## src/rtl/line_frame_serializer_if.sv

```systemverilog
// Line-in / byte-out signal bundle for line_frame_serializer.
// master = serializer side, slave = print decoder + FIFO side.
interface line_frame_serializer_if #(
  parameter int HEAD_WIDTH = 384
);
  logic                  line_valid;
  logic [HEAD_WIDTH-1:0] line_data;
  logic                  fifo_full;
  logic                  fifo_write_enable;
  logic [7:0]            fifo_write_data;

  modport master (
    input  line_valid,
    input  line_data,
    input  fifo_full,
    output fifo_write_enable,
    output fifo_write_data
  );

  modport slave (
    output line_valid,
    output line_data,
    output fifo_full,
    input  fifo_write_enable,
    input  fifo_write_data
  );
endinterface

```

## src/rtl/line_frame_serializer.sv

```systemverilog
// Frames each print line as "LINE:" SEQ payload [CRC] ":" into the UART TX FIFO, one byte per clock, stalling on fifo_full.
// One pending line is buffered while busy; further lines are dropped and counted. CRC byte enabled by LINE_FRAME_CRC_EN.
module line_frame_serializer #(
  parameter int HEAD_WIDTH     = 384,
  parameter int DROP_CNT_WIDTH = 8
) (
  input  logic                      clk,
  input  logic                      reset,
  line_frame_serializer_if.master   bus,
  output logic                      busy,
  output logic [7:0]                seq,
  output logic [DROP_CNT_WIDTH-1:0] drop_count
);

  localparam int P     = HEAD_WIDTH / 8;
  localparam int IDX_W = ($clog2(P) > 3) ? $clog2(P) : 3;
  localparam logic [IDX_W-1:0] LAST_HDR = IDX_W'(4);
  localparam logic [IDX_W-1:0] LAST_PAY = IDX_W'(P - 1);

`ifdef LINE_FRAME_CRC_EN
  typedef enum logic [2:0] {
    S_IDLE, S_HEADER, S_SEQ, S_PAYLOAD, S_CRC, S_TRAILER
  } state_t;
`else
  typedef enum logic [2:0] {
    S_IDLE, S_HEADER, S_SEQ, S_PAYLOAD, S_TRAILER
  } state_t;
`endif

  state_t                    state_q;
  logic [IDX_W-1:0]          idx_q;
  logic [HEAD_WIDTH-1:0]     work_q;
  logic [HEAD_WIDTH-1:0]     pend_q;
  logic                      pend_vld_q;
  logic [7:0]                seq_q;
  logic [DROP_CNT_WIDTH-1:0] drop_q;

  logic       wr;
  logic       trailer_wr;
  logic [7:0] cur_byte;

`ifdef LINE_FRAME_CRC_EN
  logic [7:0] crc_q;
  logic [7:0] crc_d;

  function automatic logic [7:0] crc8_byte(input logic [7:0] c, input logic [7:0] d);
    logic [7:0] r;
    r = c ^ d;
    for (int i = 0; i < 8; i++) begin
      r = r[7] ? ((r << 1) ^ 8'h07) : (r << 1);
    end
    return r;
  endfunction

  // SEQ restarts the running CRC; each payload byte folds in as it is written.
  always_comb begin
    crc_d = crc_q;
    if (state_q == S_SEQ) begin
      crc_d = crc8_byte(8'h00, seq_q);
    end else if (state_q == S_PAYLOAD) begin
      crc_d = crc8_byte(crc_q, work_q[7:0]);
    end
  end
`endif

  assign wr         = (state_q != S_IDLE) && !bus.fifo_full;
  assign trailer_wr = wr && (state_q == S_TRAILER);

  always_comb begin
    cur_byte = 8'h00;
    case (state_q)
      S_HEADER: begin
        case (idx_q[2:0])
          3'd0:    cur_byte = 8'h4C;
          3'd1:    cur_byte = 8'h49;
          3'd2:    cur_byte = 8'h4E;
          3'd3:    cur_byte = 8'h45;
          default: cur_byte = 8'h3A;
        endcase
      end
      S_SEQ:     cur_byte = seq_q;
      // The working register shifts down one byte per payload write.
      S_PAYLOAD: cur_byte = work_q[7:0];
`ifdef LINE_FRAME_CRC_EN
      S_CRC:     cur_byte = crc_q;
`endif
      S_TRAILER: cur_byte = 8'h3A;
      default:   cur_byte = 8'h00;
    endcase
  end

  always_ff @(posedge clk or negedge reset) begin
    if (!reset) begin
      state_q    <= S_IDLE;
      idx_q      <= '0;
      work_q     <= '0;
      pend_q     <= '0;
      pend_vld_q <= 1'b0;
      seq_q      <= 8'h00;
      drop_q     <= '0;
`ifdef LINE_FRAME_CRC_EN
      crc_q      <= 8'h00;
`endif
    end else begin
      if (wr) begin
        case (state_q)
          S_HEADER: begin
            if (idx_q == LAST_HDR) begin
              state_q <= S_SEQ;
              idx_q   <= '0;
            end else begin
              idx_q <= idx_q + IDX_W'(1);
            end
          end
          S_SEQ: begin
            state_q <= S_PAYLOAD;
            idx_q   <= '0;
`ifdef LINE_FRAME_CRC_EN
            crc_q   <= crc_d;
`endif
          end
          S_PAYLOAD: begin
            work_q <= work_q >> 8;
`ifdef LINE_FRAME_CRC_EN
            crc_q  <= crc_d;
`endif
            if (idx_q == LAST_PAY) begin
`ifdef LINE_FRAME_CRC_EN
              state_q <= S_CRC;
`else
              state_q <= S_TRAILER;
`endif
              idx_q <= '0;
            end else begin
              idx_q <= idx_q + IDX_W'(1);
            end
          end
`ifdef LINE_FRAME_CRC_EN
          S_CRC: begin
            state_q <= S_TRAILER;
            idx_q   <= '0;
          end
`endif
          S_TRAILER: begin
            seq_q <= seq_q + 8'd1;
            idx_q <= '0;
            // Chain straight into the next frame when a line is waiting or arriving now.
            if (pend_vld_q) begin
              work_q     <= pend_q;
              pend_vld_q <= 1'b0;
              state_q    <= S_HEADER;
            end else if (bus.line_valid) begin
              work_q  <= bus.line_data;
              state_q <= S_HEADER;
            end else begin
              state_q <= S_IDLE;
            end
          end
          default: state_q <= S_IDLE;
        endcase
      end

      if (bus.line_valid) begin
        if (state_q == S_IDLE) begin
          work_q  <= bus.line_data;
          state_q <= S_HEADER;
          idx_q   <= '0;
        end else if (!pend_vld_q) begin
          if (!trailer_wr) begin
            pend_q     <= bus.line_data;
            pend_vld_q <= 1'b1;
          end
        end else if (trailer_wr) begin
          pend_q     <= bus.line_data;
          pend_vld_q <= 1'b1;
        end else if (drop_q != '1) begin
          drop_q <= drop_q + DROP_CNT_WIDTH'(1);
        end
      end
    end
  end

  assign bus.fifo_write_enable = wr;
  assign bus.fifo_write_data   = cur_byte;
  assign busy                  = (state_q != S_IDLE) || pend_vld_q;
  assign seq                   = seq_q;
  assign drop_count            = drop_q;

endmodule

```

## src/flat_wrapper.sv

```systemverilog
// flat-port wrapper written by rule: the top's interface ports become plain ports
module line_frame_serializer_flat 
#(
  parameter int HEAD_WIDTH     = 384,
  parameter int DROP_CNT_WIDTH = 8
)
  (clk, reset, busy, seq, drop_count, bus_line_valid, bus_line_data, bus_fifo_full, bus_fifo_write_enable, bus_fifo_write_data);
  line_frame_serializer_if #(.HEAD_WIDTH(HEAD_WIDTH)) bus_i ();
  input  logic clk;
  input  logic reset;
  output logic busy;
  output logic [7:0] seq;
  output logic [DROP_CNT_WIDTH-1:0] drop_count;
  input wire logic [$bits(bus_i.line_valid)-1:0] bus_line_valid;
  input wire logic [$bits(bus_i.line_data)-1:0] bus_line_data;
  input wire logic [$bits(bus_i.fifo_full)-1:0] bus_fifo_full;
  output wire logic [$bits(bus_i.fifo_write_enable)-1:0] bus_fifo_write_enable;
  output wire logic [$bits(bus_i.fifo_write_data)-1:0] bus_fifo_write_data;
  assign bus_i.line_valid = bus_line_valid;
  assign bus_i.line_data = bus_line_data;
  assign bus_i.fifo_full = bus_fifo_full;
  assign bus_fifo_write_enable = bus_i.fifo_write_enable;
  assign bus_fifo_write_data = bus_i.fifo_write_data;
  line_frame_serializer #(.HEAD_WIDTH(HEAD_WIDTH), .DROP_CNT_WIDTH(DROP_CNT_WIDTH)) u_core (.clk(clk), .reset(reset), .bus(bus_i), .busy(busy), .seq(seq), .drop_count(drop_count));
endmodule
```

## config.mk

```make
export PLATFORM = sky130hd
export DESIGN_NAME = line_frame_serializer_flat
export DESIGN_NICKNAME = d
export VERILOG_FILES = /design/src/rtl/line_frame_serializer_if.sv /design/src/rtl/line_frame_serializer.sv /design/src/flat_wrapper.sv
export SDC_FILE = /design/constraint.sdc
export NUM_CORES = 2
export LEC_CHECK = 0
export BUFFER_PORTS_ARGS = -buffer_cell sky130_fd_sc_hd__buf_2
export CORE_ASPECT_RATIO = 0.7
export CORE_MARGIN = 1
export CORE_UTILIZATION = 55
export DETAILED_ROUTE_END_ITERATION = 10
export GPL_TIMING_DRIVEN = 0
export PLACE_DENSITY = 0.76
export SETUP_SLACK_MARGIN = 0.5
export SYNTH_ARGS = -nofsm -noshare
export SYNTH_HDL_FRONTEND = slang
export SYNTH_SLANG_ARGS = --single-unit
```

## constraint.sdc

```tcl
create_clock -name clk -period 2.3 [get_ports clk]
set_input_delay 0.115 -clock clk [delete_from_list [all_inputs] [get_ports clk]]
set_output_delay 0.115 -clock clk [all_outputs]
set_load 0.01 [all_outputs]
```

==> impl_results.md <==
- Status: complete, but fails checks
- Failing checks: hold timing
- Worst reg2reg path startpoint: u_core.state_q[1]$_DFF_PN0_
- Pin count of the biggest net entering global routing: 134
- Async S/R FF share, synth: 1.00
- Max Clk Rate: 449 MHz
- Hold buffers post-CTS: 390
- CTS buffer count: 74
- Via density: 6.47
- Pwr Total: 40.9 mW
- WP data required: 2780 ps
- Fin area: 45200 um2
- MaxCap Viol Count: 0
- Synth Net Count: 2760
- Initial Util: 0.561
- Synth Warn #: 0
- Wirelength per Cell: 24.9 um
- CTS root buf: clkbuf_16
- Seq pwr share: 0.465
- Antenna viol nets, final: 0
- Max FO, Critical Path: 8
- Port Buffers: 411
- GR peak layer: met2
- GRT Util Overall: 0.320
- Clock latency at the later pin of the worst-skew pair: 620 ps
- Final non-filler cell total: 4166
- Worst setup skew after layout: 29.7 ps
- Fin Hold WS: -160 ps
- Clock power frac: 0.311
- FP Rows: 75
- CP Data Arrival Time: 2710 ps
- Remaining routing DRC violations: 0
- Post-synthesis sequential area ratio: 0.586
- Sw Share: 0.290
- Sequential cell area: 19900 um2
- Critical Path Start Type: register
- Core Box Area: 60400 um2
- Syn Area/Cell: 14.3 um2
- Grt met1 use: 0.441
- H-tree Lvls: 3
- Hold Path Class: input pin to asynchronous set/reset pin
- Power Density: 904 nW/um2
- Area of the multi-input gates: 12800 um2
- First-pass GRT wire length: 157 mm
- Share of layout cells above drive strength 1: 0.362
- Count of final hold-check violations: 232
- Internal Pwr Total: 29.0 mW
- Post-synth top flop: dfrtp_1
- Die height: 210 um
- Die area: 62700 um2
- Commonest non-fill, non-tap cells in the layout: dfrtp_1 (791), buf_2 (451), mux2_2 (387)
- Post-synthesis register bit count: 794
- Met3 usage: 0.0616
- Fin crit period: 2230 ps
- TritonCTS clock tree: built
- Gr ovfl total: 0
- Met2 usage: 0.512
- Gate Count Post-Synth: 2365
- Comb pwr share: 0.224
- Synth unique cells: 50
- Placed Area: 37300 um2
- Initial antenna violation count: 29
- Critical Path Source: u_core.state_q[1]$_DFF_PN0_
- Final Max Slew Viols: 0
- Commonest non-fill, non-tap cell in the layout: dfrtp_1
- Setup violations, final: 0
- Layout fillers: 3567
- Die X-Extent: 299 um
- Peak supply drop: 0.769 mV
- Initial DRC Count: 2787
- Gpl congestion: 0.913
- RSZ-0062 raised after global routing: yes
- Number of global-route vias before repair: 27700
- Lkg Pwr: 21.5 nW
- Tightest Pin Transition: 875 ps
- Mapped cell area: 33900 um2
- Placed Cells incl. Taps: 3590
- Worst setup margin: 74.8 ps
- Clock Sink Count: 794
- Slew margin rel.: 0.414
- Top Ports: 414
- CP endpoint kind: register
- Post-DP HPWL: 63.7 mm
- Layout Nets: 3677
- Maximum clock path buffer count: 3
- DR vias: 27000
- Pre-CTS setup slack: -319 ps
- Switching power total: 11.9 mW
- Reg clk slew, reported paths: 70 ps
- Final Cycle Share: 0.967
- DRT Pass-1 Iters: 7
- Post-synth EDFFs: 0
- Area Growth Syn to Fin: 33.3%
- Drt total wl: 104 mm
- Critical path class: register to register
## flip-flops by register name, summed over array words and instances (netlist names)
name               flops
u_core.pend_q        384
u_core.work_q        384
u_core.drop_count      8
u_core.seq             8
u_core.idx_q           6
u_core.state_q         3
u_core.pend_vld_q      1
## power by group through the flow
stage | sequential (mW) | combinational (mW) | clock, mW
floorplan | 18.2 | 5.13 | 0
global placement | 18.9 | 6.83 | 0
detailed placement | 19.0 | 7.25 | 0
CTS | 18.8 | 8.17 | 12.7
global route | 19.2 | 9.78 | 13.4
finish | 19.0 | 9.16 | 12.7
## per-stage QoR
step | setup TNS [ps] | utilization
floorplan | 0 | -
global placement | - | 0.614
detailed placement | -111460 | 0.617
CTS | 0 | 0.735
global route | 0 | 0.748
finish | 0 | 0.748
## worst max-delay path, cell delays in order (launching register included)
cell	delay (ps)
dfrtp_1	400
buf_6	150
or2_1	220
buf_6	140
o32a_4	350
buf_12	170
clkbuf_16	190
clkbuf_16	160
a221o_1	310
## cell usage after synthesis, drive strengths merged, types with 2 or more instances
cell	n	share of area
o22ai	2	0.00037
nand3	12	0.0018
nand3b	2	0.00044
nor4b	3	0.00096
clkbuf	85	0.0094
inv	4	0.00044
mux2	390	0.13
ha	7	0.0026
and3	5	0.00092
o21ai	21	0.0031
dfrtp	794	0.59
nor3	4	0.00059
mux2i	11	0.0032
nand2	36	0.0040
a31oi	2	0.00037
buf	144	0.031
nand2b	2	0.00037
a22o	377	0.097
or2	2	0.00037
nor2b	3	0.00055
a21oi	9	0.0013
xnor2	15	0.0039
a22oi	10	0.0022
nor2	19	0.0021
a211oi	5	0.0011
a221o	376	0.11
nand4	8	0.0015
## path summary, 6_finish.rpt
path                       depth (start not counted)                              to  slack, ps
hold reg to reg                                    1   u_core.pend_q[44]$_DFFE_PN0P_        510
max in group asynchronous                          7  u_core.pend_q[315]$_DFFE_PN0P_        700
hold / removal                                     5     u_core.work_q[86]$_DFF_PN0_       -160
setup / recovery                                   8    u_core.work_q[187]$_DFF_PN0_         70
setup reg to reg                                   8    u_core.work_q[187]$_DFF_PN0_         70
min in group clk                                   3     u_core.state_q[0]$_DFF_PN0_         70
## area by class of cell
cell class,instances,area share
Antenna cell,22,0.00122
Sequential cell,794,0.439
Multi-Input combinational cell,1338,0.284
Clock buffer,98,0.0465
Buffer,229,0.0479
Clock inverter,32,0.00802
Tap cell,808,0.0224
Timing Repair Buffer,841,0.151
Inverter,4,0.000332
## metal layers
metal  vias to the layer above  wire, um
li1                      11400         -
met4                        18      3170
met2                      1389     49800
met3                       281      7620
met5                         -       111
met1                     13900     43100
## what timing repair did
action	CTS	global route
cloned	4	15
gates resized for setup	199	102
hold endpoints to repair	1050	193
buffers inserted	10	5
pin swaps	4	11
setup endpoints to repair	790	951
## cell families after synthesis
group           after synthesis  share of synthesized area
compound gates              811                      0.219
xor+xnor                     16                    0.00413
fa+ha+maj                     7                    0.00258
buf+inv                     233                     0.0407
flops                       794                      0.586
mux                         401                      0.133
simple gates                103                     0.0153
Power figures use the tool's default switching activity.
